**src/rtl/mem_port_arbiter_pkg.sv**
```systemverilog
// Shared definitions for the instruction/data memory port arbiter:
// FSM state encoding and default bus widths.
package mem_port_arbiter_pkg;

    typedef enum logic [1:0] {
        IDLE      = 2'd0,
        INST_BUSY = 2'd1,
        DATA_BUSY = 2'd2
    } arb_state_e;

    localparam int DEFAULT_ADDR_WIDTH      = 32;
    localparam int DEFAULT_DATA_WIDTH      = 32;
    localparam int DEFAULT_MAX_DATA_STREAK = 4;

endpackage

```
**src/rtl/mem_port_arbiter.sv**
```systemverilog
// Arbitrates a single memory port between instruction fetch and load/store.
// Data wins by default, but a pending fetch is served after MAX_DATA_STREAK data grants.
module mem_port_arbiter
    import mem_port_arbiter_pkg::*;
#(
    parameter int INST_ADDR_WIDTH = DEFAULT_ADDR_WIDTH,
    parameter int DATA_WIDTH      = DEFAULT_DATA_WIDTH,
    parameter int MAX_DATA_STREAK = DEFAULT_MAX_DATA_STREAK
) (
    input  logic                       clk,
    input  logic                       rst_n,
    input  logic                       inst_request_core2mem,
    input  logic [INST_ADDR_WIDTH-1:0] PC,
    output logic [DATA_WIDTH-1:0]      inst_rdata,
    output logic                       inst_valid,
    input  logic                       data_request,
    input  logic                       data_we,
    input  logic [INST_ADDR_WIDTH-1:0] data_addr,
    input  logic [DATA_WIDTH-1:0]      data_wdata,
    output logic [DATA_WIDTH-1:0]      data_rdata,
    output logic                       data_valid,
    output logic                       stall_PC,
    output logic                       stall_MEM,
    output logic                       mem_req,
    output logic                       mem_we,
    output logic [INST_ADDR_WIDTH-1:0] mem_addr,
    output logic [DATA_WIDTH-1:0]      mem_wdata,
    input  logic                       mem_ready,
    input  logic [DATA_WIDTH-1:0]      mem_rdata
);

    localparam int STREAK_W = $clog2(MAX_DATA_STREAK + 1);
    localparam logic [STREAK_W-1:0] STREAK_MAX = STREAK_W'(MAX_DATA_STREAK);

    arb_state_e                 state_q, state_d;
    logic [STREAK_W-1:0]        streak_q, streak_d;
    logic [INST_ADDR_WIDTH-1:0] addr_q, addr_d;
    logic                       we_q, we_d;
    logic [DATA_WIDTH-1:0]      wdata_q, wdata_d;
    logic [DATA_WIDTH-1:0]      inst_rdata_q, inst_rdata_d;
    logic [DATA_WIDTH-1:0]      data_rdata_q, data_rdata_d;
    logic                       inst_valid_q, inst_valid_d;
    logic                       data_valid_q, data_valid_d;
    logic                       grant_data;
    logic                       grant_inst;

    always_ff @(posedge clk or negedge rst_n) begin
        if (!rst_n) begin
            state_q      <= IDLE;
            streak_q     <= '0;
            addr_q       <= '0;
            we_q         <= 1'b0;
            wdata_q      <= '0;
            inst_rdata_q <= '0;
            data_rdata_q <= '0;
            inst_valid_q <= 1'b0;
            data_valid_q <= 1'b0;
        end else begin
            state_q      <= state_d;
            streak_q     <= streak_d;
            addr_q       <= addr_d;
            we_q         <= we_d;
            wdata_q      <= wdata_d;
            inst_rdata_q <= inst_rdata_d;
            data_rdata_q <= data_rdata_d;
            inst_valid_q <= inst_valid_d;
            data_valid_q <= data_valid_d;
        end
    end

    always_comb begin
        state_d      = state_q;
        streak_d     = streak_q;
        addr_d       = addr_q;
        we_d         = we_q;
        wdata_d      = wdata_q;
        inst_rdata_d = inst_rdata_q;
        data_rdata_d = data_rdata_q;
        inst_valid_d = 1'b0;
        data_valid_d = 1'b0;
        grant_data   = data_request && (!inst_request_core2mem || (streak_q < STREAK_MAX));
        grant_inst   = !grant_data && inst_request_core2mem;

        case (state_q)
            IDLE: begin
                // The streak only matters while a fetch is actually waiting.
                if (!inst_request_core2mem) begin
                    streak_d = '0;
                end
                if (grant_data) begin
                    state_d = DATA_BUSY;
                    addr_d  = data_addr;
                    we_d    = data_we;
                    wdata_d = data_wdata;
                    if (inst_request_core2mem && (streak_q != STREAK_MAX)) begin
                        streak_d = streak_q + 1'b1;
                    end
                end else if (grant_inst) begin
                    state_d  = INST_BUSY;
                    addr_d   = PC;
                    we_d     = 1'b0;
                    wdata_d  = data_wdata;
                    streak_d = '0;
                end
            end
            INST_BUSY: begin
                if (mem_ready) begin
                    inst_rdata_d = mem_rdata;
                    inst_valid_d = 1'b1;
                    state_d      = IDLE;
                end
            end
            DATA_BUSY: begin
                if (mem_ready) begin
                    // Stores complete with a pulse but leave the load data untouched.
                    if (!we_q) begin
                        data_rdata_d = mem_rdata;
                    end
                    data_valid_d = 1'b1;
                    state_d      = IDLE;
                end
            end
            default: state_d = IDLE;
        endcase
    end

    always_comb begin
        mem_req    = (state_q != IDLE);
        mem_we     = we_q && (state_q != IDLE);
        mem_addr   = addr_q;
        mem_wdata  = wdata_q;
        inst_rdata = inst_rdata_q;
        data_rdata = data_rdata_q;
        inst_valid = inst_valid_q;
        data_valid = data_valid_q;
        stall_PC   = inst_request_core2mem && !inst_valid_q;
        stall_MEM  = data_request && !data_valid_q;
    end

endmodule

```
**config.mk**
```make
export PLATFORM = sky130hd
export DESIGN_NAME = mem_port_arbiter
export DESIGN_NICKNAME = d
export VERILOG_FILES = /design/src/rtl/mem_port_arbiter_pkg.sv /design/src/rtl/mem_port_arbiter.sv
export SDC_FILE = /design/constraint.sdc
export NUM_CORES = 1
export LEC_CHECK = 0
export ABC_AREA = 1
export CORE_MARGIN = 3
export CORE_UTILIZATION = 42
export CTS_CLUSTER_SIZE = 30
export DETAILED_ROUTE_END_ITERATION = 7
export PLACE_DENSITY = 0.83
export SLEW_MARGIN = 20
export SYNTH_ARGS = -nofsm -noshare
export SYNTH_HDL_FRONTEND = slang
export SYNTH_SLANG_ARGS = --single-unit
```
**constraint.sdc**
```tcl
create_clock -name clk -period 1.8 [get_ports clk]
set_input_delay 0.27 -clock clk [delete_from_list [all_inputs] [get_ports clk]]
set_output_delay 0.27 -clock clk [all_outputs]
set_load 0.01 [all_outputs]
```
# Yosys cells after proc, flatten, opt, wreduce, memory -nomap -nowiden

Cells that the tools add are included.

Add/sub/neg operators: 1
$lt $le $gt $ge: 1
Equality and inequality tests: 5
Multiplexer cells: 17
Bitwise logic cells: 1
Reduce and logical (&&, ||, !) cells: 19

Operators with widths:

| kind                                                   | number |
|---|---|
| 2-to-1 mux 32 bit                                      | 4 |
| 2-to-1 mux 3 bit                                       | 4 |
| logical AND 1 bit                                      | 6 |
| 2-to-1 mux 2 bit                                       | 3 |
| inequality test 3 bit (second input constant)          | 2 |
| AND reduction 2 bit                                    | 3 |
| 2-to-1 mux 1 bit                                       | 5 |
| zero test 1 bit                                        | 4 |
| case mux 2 bit (2 select lines)                        | 1 |
| nonzero test 2 bit                                     | 2 |
| adder 3 x 1 -> 3 bit (second input constant)           | 1 |
| less-than comparator 3 bit (second input constant)     | 1 |
| AND reduction 3 bit                                    | 1 |
| equality test 2 x 1 -> 1 bit (second input constant)   | 1 |
| equality test 2 bit (second input constant)            | 1 |
| zero test 2 bit                                        | 1 |
| inequality test 2 x 1 -> 1 bit (second input constant) | 1 |
| OR reduction 2 bit                                     | 1 |
| logical OR 1 bit                                       | 1 |
| NOT 1 bit                                              | 1 |

Register bits after elaboration: 136
Bits of input ports: 134
Output and inout bits: 134
Word-level logic and storage cells: 53

# Logic depth before layout (Yosys ltp)

Depth in word-level cells: 8
Depth in mapped cells: 8

# Worst setup path after synthesis

OpenSTA, ideal clock, no wires.

Path kind: register to register
From: reg state_q[0]
To: reg addr_q[1] (netlist: mem_addr[1])
Setup time: 0.116 ns
Arrival time: 1.203 ns
Path slack: 0.481 ns
Cell stages (with the launch flop): 9
Buffers on the path: 2
Period minus slack after synthesis: 1.319 ns
Cell sequence: dfrtp_1 -> inv_1 -> ha_1 -> inv_2 -> nor2_8 -> buf_6 -> buf_6 -> nand2_1 -> nand2_1

Longest elaborated chain between the ends: 2

Ends and longest elaborated chain:

| what                                 | RTL line               | text |
|---|---|---|
| from (decl)                          | mem_port_arbiter.sv:35 | `arb_state_e state_q, state_d;` |
| from (signal assigned)               | mem_port_arbiter.sv:59 | `state_q <= state_d;` |
| zero test 2 bit                      | mem_port_arbiter.sv:84 | `case (state_q)` |
| AND reduction 2 bit (no source line) | -                      |  |
| to (signal assigned)                 | mem_port_arbiter.sv:61 | `addr_q <= addr_d;` |
| to (decl)                            | mem_port_arbiter.sv:37 | `logic [INST_ADDR_WIDTH-1:0] addr_q, addr_d;` |

No other way between the ends.
A chain may end at the register's enable or synchronous reset.

# Final worst setup path

From: reg state_q[1]
To: out mem_we

Longest elaborated chain between the ends: 2

Ends and longest elaborated chain:

| what               | RTL line                | text |
|---|---|---|
| nonzero test 2 bit | mem_port_arbiter.sv:129 | `mem_we = we_q && (state_q != IDLE);` |
| logical AND 1 bit  | mem_port_arbiter.sv:129 |  |
| to (decl)          | mem_port_arbiter.sv:25  | `output logic mem_we,` |

No other way between the ends.

==> run summary <==
Run status
• completed — status

Placed design
• 12260 um — dpl hpwl
• 0.008768 sq mm — placed cell areas
• 0.7994 — Routability Congestion
• 267 — number of input and output port buffers inserted
• 1107 — Placed Cells incl. Taps

CTS
• sky130_fd_sc_hd__clkbuf_16 — cell at the root of the clock tree
• 0.41 ns — clock insertion delay at the later pin of the skew report
• 2 — Clock Path Buffers
• 17 — total clock buffers created by CTS
• built — TritonCTS clock tree
• 0 — buffers inserted during post-CTS setup optimization
• 4 — CTS H-tree lvls
• 136 — Sinks on Clock Net
• 0.06 ns — Reg clk slew, reported paths

Finish
• 1140 — number of standard cells in the layout, taps in and fillers out
• 0 — number of inserted diodes
• 6.120% — share of layout cells above drive strength 1
• 60.51% — Syn-to-layout area delta
• 69.90% — fraction of the core area covered by cells at the end of the flow
• 1090 — number of nets at the end of the flow
• 0.009366 sq mm — post-route standard cell area excluding fillers

Die
• 0.01535 sq mm — die area
• 0.01340 sq mm — Core Box Area
• 43.55% — effective utilization at floorplan
• 123.9 um — Chip Width
• 42 — row count
• 268 — count of boundary I/O pins
• 123.9 um — Chip Height

Global route
• 5472 — vias in the first global route
• 27000 um — global-route wire length before repair
• met2 — highest-utilization routing layer at the global route stage
• 9.946% — global-route met3 utilization
• 0 — antenna violations before repair
• 26.28% — met1 Usage GRT
• 0 — Remaining Overflow, GRT
• 22.80% — aggregate global-route resource usage
• 38.15% — GR Layer Usage met2
• 66 — pin count of the biggest net entering global routing

Routing
• 4 — detailed-router iteration count before antenna repair
• 15.26 um — average wire per standard cell
• 17400 um — Detailed Route WL
• 5420 — via count
• 0 — number of nets with antenna violations after detailed routing
• 0 — DRC violation count after routing
• 4.754 — detailed-route vias per instance
• 243 — drt initial violations

STA
• 0 — final hold violations
• 0 — setup violation total in the final timing report
• 0 ns — accumulated negative setup slack
• 0.4196 ns — transition time at the pin with the least slew margin
• 0 — fin. max-slew vios
• 72.03% — headroom to the max-slew limit
• 0.3638 ns — worst hold slack after final layout
• 89.77% — fraction of the cycle the final worst path needs
• no — RSZ-0062 raised after global routing
• 1.616 ns — Final min period
• 618.9 MHz — maximum frequency from static timing analysis
• 0.008351 ns — final worst clock skew

Logic synthesis
• 682 — number of standard cells after synthesis
• 136 — synthesized flop and latch total
• sky130_fd_sc_hd__dfrtp_1 (58%), sky130_fd_sc_hd__nand2_1 (19%), sky130_fd_sc_hd__o21ai_0 (5.7%) — top area cells in the synthesized netlist
• 58.32% — Yosys top cell area share
• 18 — post-synth cell types
• 58.32% — sequential cell area fraction in the yosys report
• sky130_fd_sc_hd__dfrtp_1 — post-synth top area cell
• 821 — Net Count, Synth
• 0.005836 sq mm — area of the mapped netlist
• 8.557 sq um — average instance area after synthesis
• 0 — Warnings, synthesis

Power
• 34.0% — sequential fraction of design power
• 34.28% — share of total power consumed by net switching
• 22.2% — clock network fraction of total power
• 10.25 mW — design internal power
• 1665 mW/mm^2 — cell area power density
• 1104 uV — worst ir drop on vdd
• 5.346 mW — power spent charging and discharging nets
• 43.9% — share of power burned in combinational logic
• 4.654 nW — leakage

Critical path
• 3 — top fanout value on the critical path
• sky130_fd_sc_hd__dfrtp_1 — slowest cell on the critical path
• inv_1 > ha_1 > nor2_1 > clkbuf_2 — series of cell instances along the critical path
• 1.53 ns — Worst Path Required
• reg2out — type of the worst setup path
• 1.35 ns — Worst EP arrival
• output pin — crit path capture type
• flip-flop — type of origin of the critical path
• flip-flops — delay-heaviest family, CP
• 2 — combined buffer and inverter count along the critical path
• 0.38 ns — Max stage delay on crit path

Min path
• in2async — type of the tightest min-delay check

Job
• 0 — total of max-cap violations

-- power groups by stage --
stage	clock network, mW	logic [mW]	registers (mW)
3_3_place_gp	0	6.73	5.26
4_1_cts	3.52	6.95	5.30
6_report	3.46	6.84	5.30
2_1_floorplan	0	2.25	5.91
5_1_grt	3.69	7.52	5.47
3_5_place_dp	0	6.89	5.30
-- worst register-to-register path, delay by kind of cell, from the launching register on --
family        cells  cell delay (ns)
fa+ha+maj         1             0.21
buf+inv           5             0.52
flops             1             0.40
simple gates      3             0.30
-- per-stage QoR --
stage / worst slack [ns] / power [mW]
after global placement: 0.05386 / 11.99
after global routing: 0.06502 / 16.68
after detailed placement: 0.02288 / 12.19
after floorplan: 0.4806 / 8.152
final: 0.1842 / 15.60
after CTS: 0.01308 / 15.78
-- routing by layer --
layer  vias to the layer above  share of wire, %
met4                         0               1.4
met1                      2543                39
li1                       2637                 -
met5                         -                 0
met3                        24                12
met2                       216                48
-- cell type report --
| class | instances | area, sq um |
|---|---|---|
| clock buffers | 23 | 478.0 |
| clock inverters | 9 | 115.1 |
| fillers | 1016 | 4034 |
| inverters | 70 | 265.3 |
| multi-input cells | 439 | 1951 |
| flip-flops and latches | 136 | 3403 |
| well taps | 176 | 220.2 |
| repair buffers | 287 | 2934 |
-- final timing paths --
| kind | start | endpoint | slack, ns | cells after the start |
|---|---|---|---|---|
| worst max register to register | state_q[1] | mem_wdata[13] | 0.23 | 9 |
| worst min-delay path | rst_n | mem_addr[26] | 0.36 | 2 |
| min in group clk | data_wdata[5] | mem_wdata[5] | 0.40 | 3 |
| max in group asynchronous | rst_n | data_rdata[11] | 0.84 | 3 |
| worst min register to register | mem_wdata[6] | mem_wdata[6] | 0.47 | 2 |
| worst max-delay path | state_q[1] | mem_we | 0.18 | 4 |
-- logic make-up after synthesis --
kind of cell,Yosys count,synth area share (%)
AO/OA/AOI/OAI,66,5.660
buffers and inverters,107,8.298
AND/OR/NAND/NOR,368,26.65
flip-flops,136,58.32
adder cells (fa/ha/maj),5,1.072
-- layout by cell type (no fill, tap or decap) --
cell                              synthesis  final
sky130_fd_sc_hd__buf_12                   0      9
sky130_fd_sc_hd__clkinvlp_4               0      2
sky130_fd_sc_hd__clkbuf_16                0     17
sky130_fd_sc_hd__ha_1                     5      5
sky130_fd_sc_hd__nand4_1                  1      1
sky130_fd_sc_hd__clkinv_2                 0      1
sky130_fd_sc_hd__inv_1                   68     68
sky130_fd_sc_hd__dfrtp_1                136    136
sky130_fd_sc_hd__o21ai_0                 66     66
sky130_fd_sc_hd__buf_6                    6      1
sky130_fd_sc_hd__nand2_2                  3      4
sky130_fd_sc_hd__inv_2                    1      1
sky130_fd_sc_hd__clkbuf_1                10      3
sky130_fd_sc_hd__clkdlybuf4s50_1          0    262
sky130_fd_sc_hd__nand3b_1                23     23
sky130_fd_sc_hd__clkinv_4                 0      2
sky130_fd_sc_hd__inv_4                    1      1
sky130_fd_sc_hd__clkbuf_2                 0      2
sky130_fd_sc_hd__nand3_1                 36     36
sky130_fd_sc_hd__nand2_1                299    298
sky130_fd_sc_hd__inv_6                    0      2
sky130_fd_sc_hd__buf_4                    4     10
sky130_fd_sc_hd__nor2_1                   4      4
sky130_fd_sc_hd__dlymetal6s2s_1           0      2
sky130_fd_sc_hd__clkbuf_8                 0      3
sky130_fd_sc_hd__bufinv_16                0      2
sky130_fd_sc_hd__dlygate4sd3_1            0      1
sky130_fd_sc_hd__nor2_8                   2      2
-- sequential cells by signal, summed over array words and instances (netlist names) --
| signal | cells |
|---|---|
| data_rdata | 32 |
| inst_rdata | 32 |
| mem_addr | 32 |
| mem_wdata | 32 |
| streak_q | 3 |
| state_q | 2 |
| data_valid | 1 |
| inst_valid | 1 |
| we_q | 1 |
-- Yosys cell counts (all sizes together) --
cell and number:
buf 27, nor2 6, clkbuf 10, ha 5
o21ai 66, nand4 1, inv 70, nand3b 23
dfrtp 136, nand2 302, nand3 36
-- timing repair --
action | in CTS | in global routing
hold buffers | 1 | 0
gates resized for setup | 2 | 6
pin swaps | 0 | 0
setup endpoints to repair | 2 | 4
endpoints found under the hold margin | 41 | 0
(Power assumes the default switching activity.)
